File: src/rtl/demux_dispatch_pkg.sv
// Shared types and sizes for the demux dispatch controller.
package demux_dispatch_pkg;

  localparam int unsigned NUM_DEST   = 4;
  localparam int unsigned DEST_W     = 2;
  localparam int unsigned XFER_CNT_W = 8;

  typedef enum logic {
    IDLE = 1'b0,
    SEND = 1'b1
  } state_t;

endpackage

File: src/rtl/one_to_four_demux_gatelevel_module.sv
// 1-to-4 demultiplexer built from gate primitives: routes a to y[{s1,s0}].
module one_to_four_demux_gatelevel_module (
  input  logic a,
  input  logic s0,
  input  logic s1,
  output logic y0,
  output logic y1,
  output logic y2,
  output logic y3
);

  logic s0_n;
  logic s1_n;

  not u_not_s0 (s0_n, s0);
  not u_not_s1 (s1_n, s1);

  and u_and_y0 (y0, a, s1_n, s0_n);
  and u_and_y1 (y1, a, s1_n, s0);
  and u_and_y2 (y2, a, s1,   s0_n);
  and u_and_y3 (y3, a, s1,   s0);

endmodule

File: src/rtl/demux_dispatch_ctrl.sv
// Single-word dispatcher: latches one upstream word and presents it to one of four
// destinations (explicit or round-robin). Optional stall timeout: DISPATCH_TIMEOUT_EN.
module demux_dispatch_ctrl
  import demux_dispatch_pkg::*;
#(
  parameter int unsigned DATA_W  = 8,
  parameter int unsigned TIMEOUT = 15
) (
  input  logic                  clk,
  input  logic                  reset,
  input  logic                  in_valid,
  output logic                  in_ready,
  input  logic [DATA_W-1:0]     in_data,
  input  logic                  in_rr,
  input  logic [DEST_W-1:0]     in_dest,
  output logic [NUM_DEST-1:0]   out_valid,
  input  logic [NUM_DEST-1:0]   out_ready,
  output logic [DATA_W-1:0]     out_data,
  output logic [DEST_W-1:0]     sel,
  output logic [XFER_CNT_W-1:0] xfer_cnt,
  output logic                  drop_pulse,
  output logic [NUM_DEST-1:0]   err_sticky
);

  state_t            state_q, state_d;
  logic [DATA_W-1:0] data_q;
  logic [DEST_W-1:0] dest_q;
  logic [DEST_W-1:0] rr_ptr;
  logic              rr_word_q;
  logic              send_valid;
  logic              accept_c;
  logic              done_c;
  logic              drop_c;

`ifdef DISPATCH_TIMEOUT_EN
  localparam int unsigned TMO_W = $clog2(TIMEOUT + 1);
  logic [TMO_W-1:0] tmo_cnt;
`endif

  // State register
  always_ff @(posedge clk) begin
    if (reset) state_q <= IDLE;
    else        state_q <= state_d;
  end

  // Next-state logic
  always_comb begin
    state_d = state_q;
    case (state_q)
      IDLE:    if (in_valid) state_d = SEND;
      SEND:    if (done_c || drop_c) state_d = IDLE;
      default: state_d = IDLE;
    endcase
  end

  // Output / handshake decode; a ready in the timeout cycle completes the transfer
  always_comb begin
    in_ready   = 1'b0;
    send_valid = 1'b0;
    accept_c   = 1'b0;
    done_c     = 1'b0;
    drop_c     = 1'b0;
    case (state_q)
      IDLE: begin
        in_ready = 1'b1;
        accept_c = in_valid;
      end
      SEND: begin
        send_valid = 1'b1;
        done_c     = out_ready[dest_q];
`ifdef DISPATCH_TIMEOUT_EN
        drop_c     = !out_ready[dest_q] && (tmo_cnt == TMO_W'(TIMEOUT - 1));
`endif
      end
      default: ;
    endcase
  end

  // Word/destination capture, transfer count and round-robin pointer
  always_ff @(posedge clk) begin
    if (reset) begin
      data_q    <= '0;
      dest_q    <= '0;
      rr_word_q <= 1'b0;
      rr_ptr    <= '0;
      xfer_cnt  <= '0;
    end else begin
      if (accept_c) begin
        data_q    <= in_data;
        dest_q    <= in_rr ? rr_ptr : in_dest;
        rr_word_q <= in_rr;
      end
      if (done_c) xfer_cnt <= xfer_cnt + XFER_CNT_W'(1);
      if ((done_c || drop_c) && rr_word_q) rr_ptr <= rr_ptr + DEST_W'(1);
    end
  end

  assign out_data = data_q;
  assign sel      = dest_q;

  one_to_four_demux_gatelevel_module u_demux (
    .a  (send_valid),
    .s0 (sel[0]),
    .s1 (sel[1]),
    .y0 (out_valid[0]),
    .y1 (out_valid[1]),
    .y2 (out_valid[2]),
    .y3 (out_valid[3])
  );

`ifdef DISPATCH_TIMEOUT_EN
  // Stall counter, drop pulse and sticky per-destination error flags
  always_ff @(posedge clk) begin
    if (reset) begin
      tmo_cnt    <= '0;
      drop_pulse <= 1'b0;
      err_sticky <= '0;
    end else begin
      drop_pulse <= drop_c;
      if (accept_c)                             tmo_cnt <= '0;
      else if (send_valid && !out_ready[dest_q]) tmo_cnt <= tmo_cnt + TMO_W'(1);
      if (drop_c) err_sticky[dest_q] <= 1'b1;
    end
  end
`else
  assign drop_pulse = 1'b0;
  assign err_sticky = '0;

  // TIMEOUT only matters when the stall timeout is built in
  logic unused_timeout;
  assign unused_timeout = (TIMEOUT == 0);
`endif

endmodule

File: config.mk
export PLATFORM = sky130hd
export DESIGN_NAME = demux_dispatch_ctrl
export DESIGN_NICKNAME = d
export VERILOG_FILES = /design/src/rtl/demux_dispatch_pkg.sv /design/src/rtl/one_to_four_demux_gatelevel_module.sv /design/src/rtl/demux_dispatch_ctrl.sv
export SDC_FILE = /design/constraint.sdc
export NUM_CORES = 1
export LEC_CHECK = 0
export CAP_MARGIN = 10
export CELL_PAD_IN_SITES_DETAIL_PLACEMENT = 0
export CELL_PAD_IN_SITES_GLOBAL_PLACEMENT = 1
export CORE_ASPECT_RATIO = 1.5
export CORE_MARGIN = 5
export CORE_UTILIZATION = 26
export CTS_CLUSTER_DIAMETER = 200
export DETAILED_ROUTE_END_ITERATION = 16
export PLACE_DENSITY = 0.72
export SLEW_MARGIN = 30
export SYNTH_ARGS = -nofsm -noshare
export SYNTH_HDL_FRONTEND = slang
export SYNTH_SLANG_ARGS = --single-unit
File: constraint.sdc
create_clock -name clk -period 1.5 [get_ports clk]
set_input_delay 0.375 -clock clk [delete_from_list [all_inputs] [get_ports clk]]
set_output_delay 0.375 -clock clk [all_outputs]
set_load 0.05 [all_outputs]
==> impl_metrics.json, run 1 <==
{
  "synthToLayoutAreaGrowth_pct": 81.05,
  "fin_area_um2": 1864,
  "routed_wl_um": 2943,
  "wl_per_cell_um": 13.56,
  "syn_avg_cell_area_um2": 8.173,
  "ir_drop_mv": 0.5886,
  "die-area_um2": 5345,
  "place_area_um2": 1725,
  "core_area_um2": 3889,
  "p_leak_nw": 0.7074,
  "final.period_utilization_pct": 99.11,
  "grt_pass1_wl_um": 4705,
  "setup_viol": 0,
  "rsz0062_at_grt": "true",
  "final-max-slew-violation-count": 0,
  "root_buffer": "clkbuf_8",
  "utilization_pct": 47.94,
  "pre_cts_slack_ns": -0.4245,
  "grt-ovfl-total": 0,
  "cp.required_ns": 1.12,
  "insertedDiodeCount": 0,
  "antenna_found_initial": 0,
  "synth_cell_types": 25,
  "status": "finished, final reports clean",
  "crit_buf_inv": 2,
  "grtUsageMet1_pct": 12.29,
  "die_width_um": 61.39,
  "seq_area_frac_synth_pct": 42.77,
  "cp-start-kind": "flip-flop",
  "vias": 1032,
  "num-nets-final": 193,
  "maxCapViolations": 0,
  "grt_max_degree": 15,
  "cts_buffers": 3,
  "ys_ff_latch": 22,
  "dp_hpwl_um": 2299,
  "syn_inst": 126,
  "grt_busiest_layer": "met2",
  "gp_congestion": 0.8021,
  "cellPowerDensity_nw_per_um2": 783.3,
  "fin_skew_ns": 0.003136,
  "htreeDepth": 1,
  "ff2ff_setup_slack_ns": 0.06,
  "cp_cell_sequence": "nand2b_4, buf_6, nor2_4, buf_12",
  "first_iter_violations": 18,
  "clk_latency_ns": 0.25,
  "grt_use_total_pct": 11.49,
  "layout_setup_ws_ns": 0.01336,
  "crit_path_top_delay_cell": "dfxtp_2",
  "cp_top_family": "flip-flops",
  "start_util_pct": 26.48,
  "cts_sinks": 22,
  "io_pins": 46,
  "netlist_area_um2": 1030,
  "cts_tree": "done",
  "crit_path_max_fanout": 3,
  "hp-class": "flip-flop to flip-flop",
  "hold_violations": 0,
  "rows": 28,
  "die_y_um": 87.08,
  "worstSetupPathType": "flip-flop to primary output",
  "port_buffers": 40,
  "finalCriticalPeriod_ns": 1.487,
  "cpPeakStageDelay_ns": 0.33,
  "max_freq_mhz": 672.7,
  "use_met3_pct": 2.226,
  "clk_path_buf_depth": 2,
  "detail_route.vias_per_cell": 4.756,
  "yosys_warnings": 0,
  "layout-drive-gt1-share_pct": 36.05,
  "first_pass_iters": 4,
  "grt_pass1_vias": 1091,
  "cp-end-kind": "primary output",
  "n_fill_cell": 376,
  "met2_usage_pct": 21.29,
  "cp.arrival_ns": 1.11,
  "drc_errors": 0,
  "antenna_left": 0,
  "clkTransAtPathRegs_ns": 0.07
}
-- layout by cell type, fill, tap and decap left out --
cell             Yosys  final
buf_12               0     23
clkbuf_8             0      3
a211oi_1             2      2
nand3_1              3      3
ha_4                 0      1
nand2_1             22     22
xor2_1               1      1
nor2_2               0      1
buf_4               11     11
clkdlybuf4s50_1      0     13
conb_1               1      5
a21oi_2              0      2
nor2b_1              2      2
o21ai_0              5      5
buf_6                1      4
nand4_1              2      2
nand2b_4             0      1
nor2_4               0      3
nor2_1              10      6
inv_2                0      1
or4_4                0      1
a21oi_1             17     15
dfxtp_4              0      3
mux2i_1              5      5
mux2_2               1      1
or4_1                2      1
o31ai_1              2      2
dfxtp_1             22     14
o22a_4               1      1
nor3b_2              0      1
inv_1                4      3
or3_1                5      5
dlygate4sd2_1        0      4
dfxtp_2              0      5
-- flip-flops by register name (all words and copies together) (netlist names) --
name / count
xfer_cnt: 8
out_data: 8
rr_ptr: 2
rr_word_q: 1
state_q: 1
sel: 2
-- cell type report --
type	instances	area (µm²)	area share (%)
timing repair buffer	55	753.2	40.40
clock buffer	3	41.29	2.215
inverter	4	15.01	0.8054
multi-input combinational	88	540.5	28.99
tap	45	56.30	3.020
sequential	22	457.9	24.56
-- path summary, 6_finish.rpt --
path | start | to | cells after the start
hold / removal | rr_word_q | rr_word_q | 2
setup reg to reg | sel[0] | xfer_cnt[5] | 4
hold reg to reg | rr_word_q | rr_word_q | 2
setup / recovery | sel[1] | out_valid[0] | 4
-- through the flow --
step	power (mW)	hold WS (ns)	TNS, ns	instances
after floorplan	0.8834	0.4478	0	130
after global placement	1.089	0.4681	-3.219	212
after detailed placement	1.097	0.4882	-3.752	212
after CTS	1.464	0.4990	0	216
after global routing	1.530	0.5122	-0.09331	217
final	1.460	0.4932	0	217
-- tightest hold or removal path, delay by kind of cell, from the launching register on --
family,cells,cell delay [ns]
DFF,1,0.33
and+or+nand+nor,1,0.06
AOI/OAI and AO/OA,1,0.06
-- cells by family after synthesis --
kind of cell	share of synthesized area, %
adder cells (fa/ha/maj)	1.215
XOR/XNOR	0.8507
buffers and inverters	12.15
multiplexers	5.954
flip-flops	42.77
AO/OA/AOI/OAI	15.31
other	0.3642
AND/OR/NAND/NOR	21.39
-- per-layer routing --
| metal | up-vias | share of wire, % |
|---|---|---|
| met5 | - | 0 |
| met4 | 0 | 0.34 |
| met3 | 2 | 6.9 |
| met2 | 41 | 55 |
| met1 | 481 | 37 |
| li1 | 508 | - |
-- cell usage after synthesis --
master,number,area [µm²]
a211oi_1,2,15.01
a21oi_1,17,85.08
buf_2,1,5.000
buf_4,11,82.58
buf_6,1,11.26
clkbuf_1,3,11.26
conb_1,1,3.750
dfxtp_1,22,440.4
ha_1,1,12.51
inv_1,4,15.01
mux2_2,1,11.26
mux2i_1,5,50.05
nand2_1,22,82.58
nand2b_1,1,6.260
nand3_1,3,15.01
nand4_1,2,12.51
nor2_1,10,37.54
nor2b_1,2,12.51
nor3b_1,1,7.510
o21ai_0,5,25.02
o22a_4,1,17.52
o31ai_1,2,15.01
or3_1,5,31.28
or4_1,2,15.01
xor2_1,1,8.760
-- where the power goes --
part | switching, mW | internal (mW) | leakage (nW)
clock network | 0.171 | 0.179 | 0.0216
logic | 0.239 | 0.225 | 0.502
registers | 0.0352 | 0.611 | 0.184
total | 0.446 | 1.01 | 0.707
-- timing repair --
| action | CTS | global route |
|---|---|---|
| buffers inserted | 1 | 1 |
| gates resized for setup | 23 | 6 |
| pin swaps | 12 | 2 |
| setup endpoints to repair | 13 | 4 |
| hold buffers | 0 | 0 |
| hold endpoints to repair | 0 | 0 |
Power figures use the tool's default switching activity.
==> inputs of run 2 (changes only) <==
- PLACE_DENSITY: 0.72 -> not set
- PLACE_DENSITY_LB_ADDON: not set -> 0.1
- SKIP_CTS_REPAIR_TIMING: not set -> 1
==> impl_metrics.json, run 2 (synthesized netlist as in run 1, its figures left out) <==
{
  "num-nets-final": 192,
  "antenna_found_initial": 0,
  "start_util_pct": 26.48,
  "gp_congestion": 0.7664,
  "holdWs_ns": 0.4925,
  "p_leak_nw": 0.7400,
  "synthToLayoutAreaGrowth_pct": 81.90,
  "routed_wl_um": 2735,
  "final.period_utilization_pct": 100.0,
  "first_pass_iters": 3,
  "drc_errors": 0,
  "dp_hpwl_um": 2115,
  "setup_viol": 1,
  "cts_buffers": 3,
  "pre_cts_slack_ns": -0.3950,
  "cts_sinks": 22,
  "mostFrequentLayoutCells": "buf_12 (23), nand2_1 (22), dfxtp_1 (14)",
  "detail_route.vias_per_cell": 4.588,
  "hold_violations": 0,
  "ir_drop_mv": 0.5290,
  "cts_tree": "done",
  "place_area_um2": 1710,
  "grt-ovfl-total": 0,
  "clkTransAtPathRegs_ns": 0.08,
  "cp-end-kind": "primary output",
  "violations": "negative setup slack",
  "cp.arrival_ns": 1.13,
  "layout_setup_ws_ns": -0.0001452,
  "worstSetupPathType": "flip-flop to primary output",
  "htreeDepth": 1,
  "cp-start-kind": "flip-flop",
  "fin_area_um2": 1873,
  "final.setup.tns_ns": -0.0001452,
  "port_buffers": 40,
  "fin_skew_ns": 0.002054,
  "clk_path_buf_depth": 2,
  "finalCriticalPeriod_ns": 1.500,
  "layout-drive-gt1-share_pct": 37.43,
  "die_y_um": 87.08,
  "vias": 991,
  "final_common_cell": "buf_12",
  "rsz0062_at_grt": "true",
  "grt_pass1_wl_um": 4298,
  "io_pins": 46,
  "root_buffer": "clkbuf_8",
  "clk_latency_ns": 0.25,
  "first_iter_violations": 7,
  "die_width_um": 61.39,
  "core_area_um2": 3889,
  "cp.required_ns": 1.12,
  "wl_per_cell_um": 12.66,
  "cellPowerDensity_nw_per_um2": 780.9,
  "insertedDiodeCount": 0,
  "status": "finished with violations",
  "hp-class": "flip-flop to flip-flop",
  "die-area_um2": 5345,
  "max_freq_mhz": 666.6,
  "grt_max_degree": 17,
  "maxCapViolations": 0,
  "crit_path_max_fanout": 4,
  "antenna_left": 0,
  "final-max-slew-violation-count": 0,
  "grt_use_total_pct": 10.44,
  "rows": 28,
  "grt_pass1_vias": 981
}
-- run 2: cell type report --
class                   count  area (µm²)
clock buffers               3       41.29
fillers                   380        2016
inverters                   4       15.01
multi-input cells          88       546.8
flip-flops and latches     22       452.9
well taps                  45       56.30
repair buffers             54       760.7
-- run 2: layer usage --
| layer | track usage, % | routed length (µm) | vias up |
|---|---|---|---|
| met5 | 0 | 0 | - |
| met4 | 4.247 | 27 | 0 |
| met3 | 1.780 | 191 | 2 |
| met2 | 18.02 | 1513 | 26 |
| met1 | 12.35 | 1004 | 460 |
| li1 | - | - | 503 |
-- run 2: path summary, 6_finish.rpt --
path	from	endpoint	slack (ns)	depth (start not counted)
worst max-delay path	sel[1]	out_valid[1]	-0.0001	4
worst max register to register	state_q	rr_ptr[1]	0.06	5
worst min-delay path	out_data[2]	out_data[2]	0.49	2
worst min register to register	out_data[2]	out_data[2]	0.49	2
-- run 2: per-stage QoR --
stage	util (%)	instances	power, mW
6_report	48.17	216	1.463
3_5_place_dp	43.98	210	1.087
4_1_cts	45.05	213	1.449
2_1_floorplan	-	130	0.8834
5_1_grt	48.17	216	1.539
3_3_place_gp	43.98	210	1.083
-- run 2: power breakdown --
part	switching (mW)	internal (mW)	leakage (nW)
clock	0.181	0.179	0.0216
combinational	0.236	0.223	0.535
sequential	0.0322	0.612	0.183
-- run 2: worst max-delay path, cell delays in order (launching register included) --
cell      delay (ns)
dfxtp_2         0.34
nand2b_4        0.15
buf_6           0.13
nor2_4          0.11
buf_12          0.14
==> inputs of run 3 (changes only) <==
- CORE_UTILIZATION: 26 -> 27
- SYNTH_HIERARCHICAL: not set -> 1
==> impl_metrics.json, run 3 <==
{
  "status": "finished with violations",
  "violations": "negative setup slack",
  "hold_violations": 0,
  "synthMuxAreaShare_pct": 10.19,
  "ys.flop_type": "dfxtp_1",
  "clk_path_buf_depth": 2,
  "cellPowerDensity_nw_per_um2": 787.7,
  "synth-edff-count": 0,
  "ys_ff_latch": 22,
  "wl_per_cell_um": 12.35,
  "final-max-slew-violation-count": 0,
  "clkTransAtPathRegs_ns": 0.08,
  "rsz0062_at_grt": "true",
  "cp.arrival_ns": 1.66,
  "cp-start-kind": "input port",
  "synth.area.top_cells": "dfxtp_1 (41%), nand2_1 (6.6%), a21oi_1 (5.6%)",
  "setup_viol": 2,
  "maxCapViolations": 0,
  "synthToLayoutAreaGrowth_pct": 82.18,
  "fin_skew_ns": 0.004172,
  "final.setup.tns_ns": -0.003703,
  "syn_inst": 122,
  "power_frac_clock_pct": 27.1,
  "die-area_um2": 5395,
  "die_y_um": 87.50,
  "routed_wl_um": 2755,
  "netSwitchingFraction_pct": 29.64,
  "grt_pass1_wl_um": 4498,
  "htreeDepth": 1,
  "power.internal_mw": 1.091,
  "cp.required_ns": 1.65,
  "synth_top_family_by_area": "simple AND/OR/NAND/NOR gates",
  "dp_hpwl_um": 2254,
  "grt-ovfl-total": 0,
  "clk_latency_ns": 0.26,
  "grt_max_degree": 13,
  "netlist_area_um2": 1081,
  "synth_compound_area_share_pct": 10.53,
  "holdWs_ns": 0.4960,
  "layout_setup_ws_ns": -0.002679,
  "cts_sinks": 22,
  "drc_errors": 0,
  "finalCriticalPeriod_ns": 1.503,
  "hp-class": "flip-flop to flip-flop",
  "first_pass_iters": 2,
  "mostFrequentLayoutCells": "buf_12 (25), nand2_1 (19), clkdlybuf4s50_1 (15), dfxtp_1 (15), nor2_1 (14)",
  "start_util_pct": 27.55,
  "yosys-top-cells-count": "dfxtp_1 (22), nand2_1 (19), nor2_1 (14)",
  "pwr-share-comb_pct": 31.3,
  "ir_drop_mv": 0.5936,
  "syn_avg_cell_area_um2": 8.861,
  "cts_tree": "done",
  "antenna_found_initial": 0,
  "die_width_um": 61.67,
  "detail_route.vias_per_cell": 4.605,
  "synth-adder-area-share_pct": 1.157,
  "final.period_utilization_pct": 100.2,
  "synth_top_cell_by_area": "dfxtp_1",
  "gp_congestion": 0.7359,
  "insertedDiodeCount": 0,
  "worstSetupPathType": "input port to flip-flop",
  "rows": 28,
  "synth_top_area_share_pct": 40.74,
  "num-nets-final": 198,
  "synth_cell_types": 30,
  "core_area_um2": 3924,
  "power_mw": 1.551,
  "p_leak_nw": 0.8318,
  "cp-end-kind": "flip-flop",
  "cts_buffers": 3,
  "seq_area_frac_synth_pct": 40.74,
  "first_iter_violations": 20,
  "io_pins": 46,
  "antenna_left": 0,
  "synth_xor_area_share_pct": 0.8102,
  "place_area_um2": 1832,
  "crit_path_max_fanout": 6,
  "root_buffer": "clkbuf_8",
  "power_switching_mw": 0.4599,
  "async_flop_share_pct": 0,
  "yosys_warnings": 6,
  "seqPwrFrac_pct": 41.6,
  "layout-drive-gt1-share_pct": 37.64,
  "grt_pass1_vias": 1049,
  "grt_use_total_pct": 10.75,
  "yosys.area_share.simple_pct": 28.59,
  "final_common_cell": "buf_12",
  "port_buffers": 40,
  "fin_area_um2": 1969,
  "vias": 1027,
  "max_freq_mhz": 665.5,
  "synth_most_common_cell": "dfxtp_1"
}
[run 3: changes by cell type in the layout (fill, tap and decap cells not counted), sizes merged, moves of 4 or more]
| cell | change |
|---|---|
| or3 | -5 |
| nor2 | +4 |
| mux2 | +4 |
| buf | +4 |
| a21oi | -5 |
| o21ai | -5 |
[run 3: final cells by class]
| class | instances | area, µm² |
|---|---|---|
| repair buffers | 58 | 810.8 |
| inverters | 1 | 3.754 |
| fillers | 392 | 1954 |
| flip-flops and latches | 22 | 454.2 |
| multi-input cells | 93 | 589.3 |
| well taps | 45 | 56.30 |
| clock buffers | 4 | 55.05 |
[run 3: cells by family after synthesis]
family          after synthesis
compound gates               18
xor+xnor                      1
other cells                   1
fa+ha+maj                     1
mux                          10
buf+inv                      11
simple gates                 58
flops                        22
[run 3: layer usage]
metal / vias up / track usage, % / wire length, µm
met1: 476 / 11.25 / 1037
met5: - / 0 / 0
met3: 2 / 3.412 / 201
met2: 30 / 19.73 / 1489
li1: 519 / - / -
met4: 0 / 2.896 / 26
[run 3: power by group through the flow]
| stage | Sequential, mW | Combinational [mW] | Clock, mW |
|---|---|---|---|
| 5_1_grt | 0.650 | 0.515 | 0.467 |
| 4_1_cts | 0.646 | 0.460 | 0.439 |
| 3_3_place_gp | 0.658 | 0.454 | 0 |
| 2_1_floorplan | 0.726 | 0.163 | 0 |
| 3_5_place_dp | 0.659 | 0.459 | 0 |
| 6_report | 0.645 | 0.486 | 0.421 |
[run 3: worst paths after layout]
kind                      end         start  slack [ns]  depth (start not counted)
hold reg to reg   out_data[6]   out_data[6]        0.50                          2
hold / removal    out_data[6]   out_data[6]        0.50                          2
setup / recovery  xfer_cnt[4]  out_ready[2]      -0.003                          6
setup reg to reg  xfer_cnt[4]        sel[1]        0.01                          6
[run 3: through the flow]
stage	worst slack (ns)	util, %	instances
3_5_place_dp	-0.3105	46.68	215
5_1_grt	-0.06664	50.19	223
2_1_floorplan	-0.001624	-	126
3_3_place_gp	-0.2799	46.68	215
4_1_cts	-0.1210	48.09	219
6_report	-0.002679	50.19	223
[run 3: worst max-delay path, cell delays in order]
cell	delay, ns
clkdlybuf4s50_1	0.46
mux2i_1	0.08
o22ai_2	0.15
buf_6	0.16
nand4_1	0.12
mux2_4	0.31
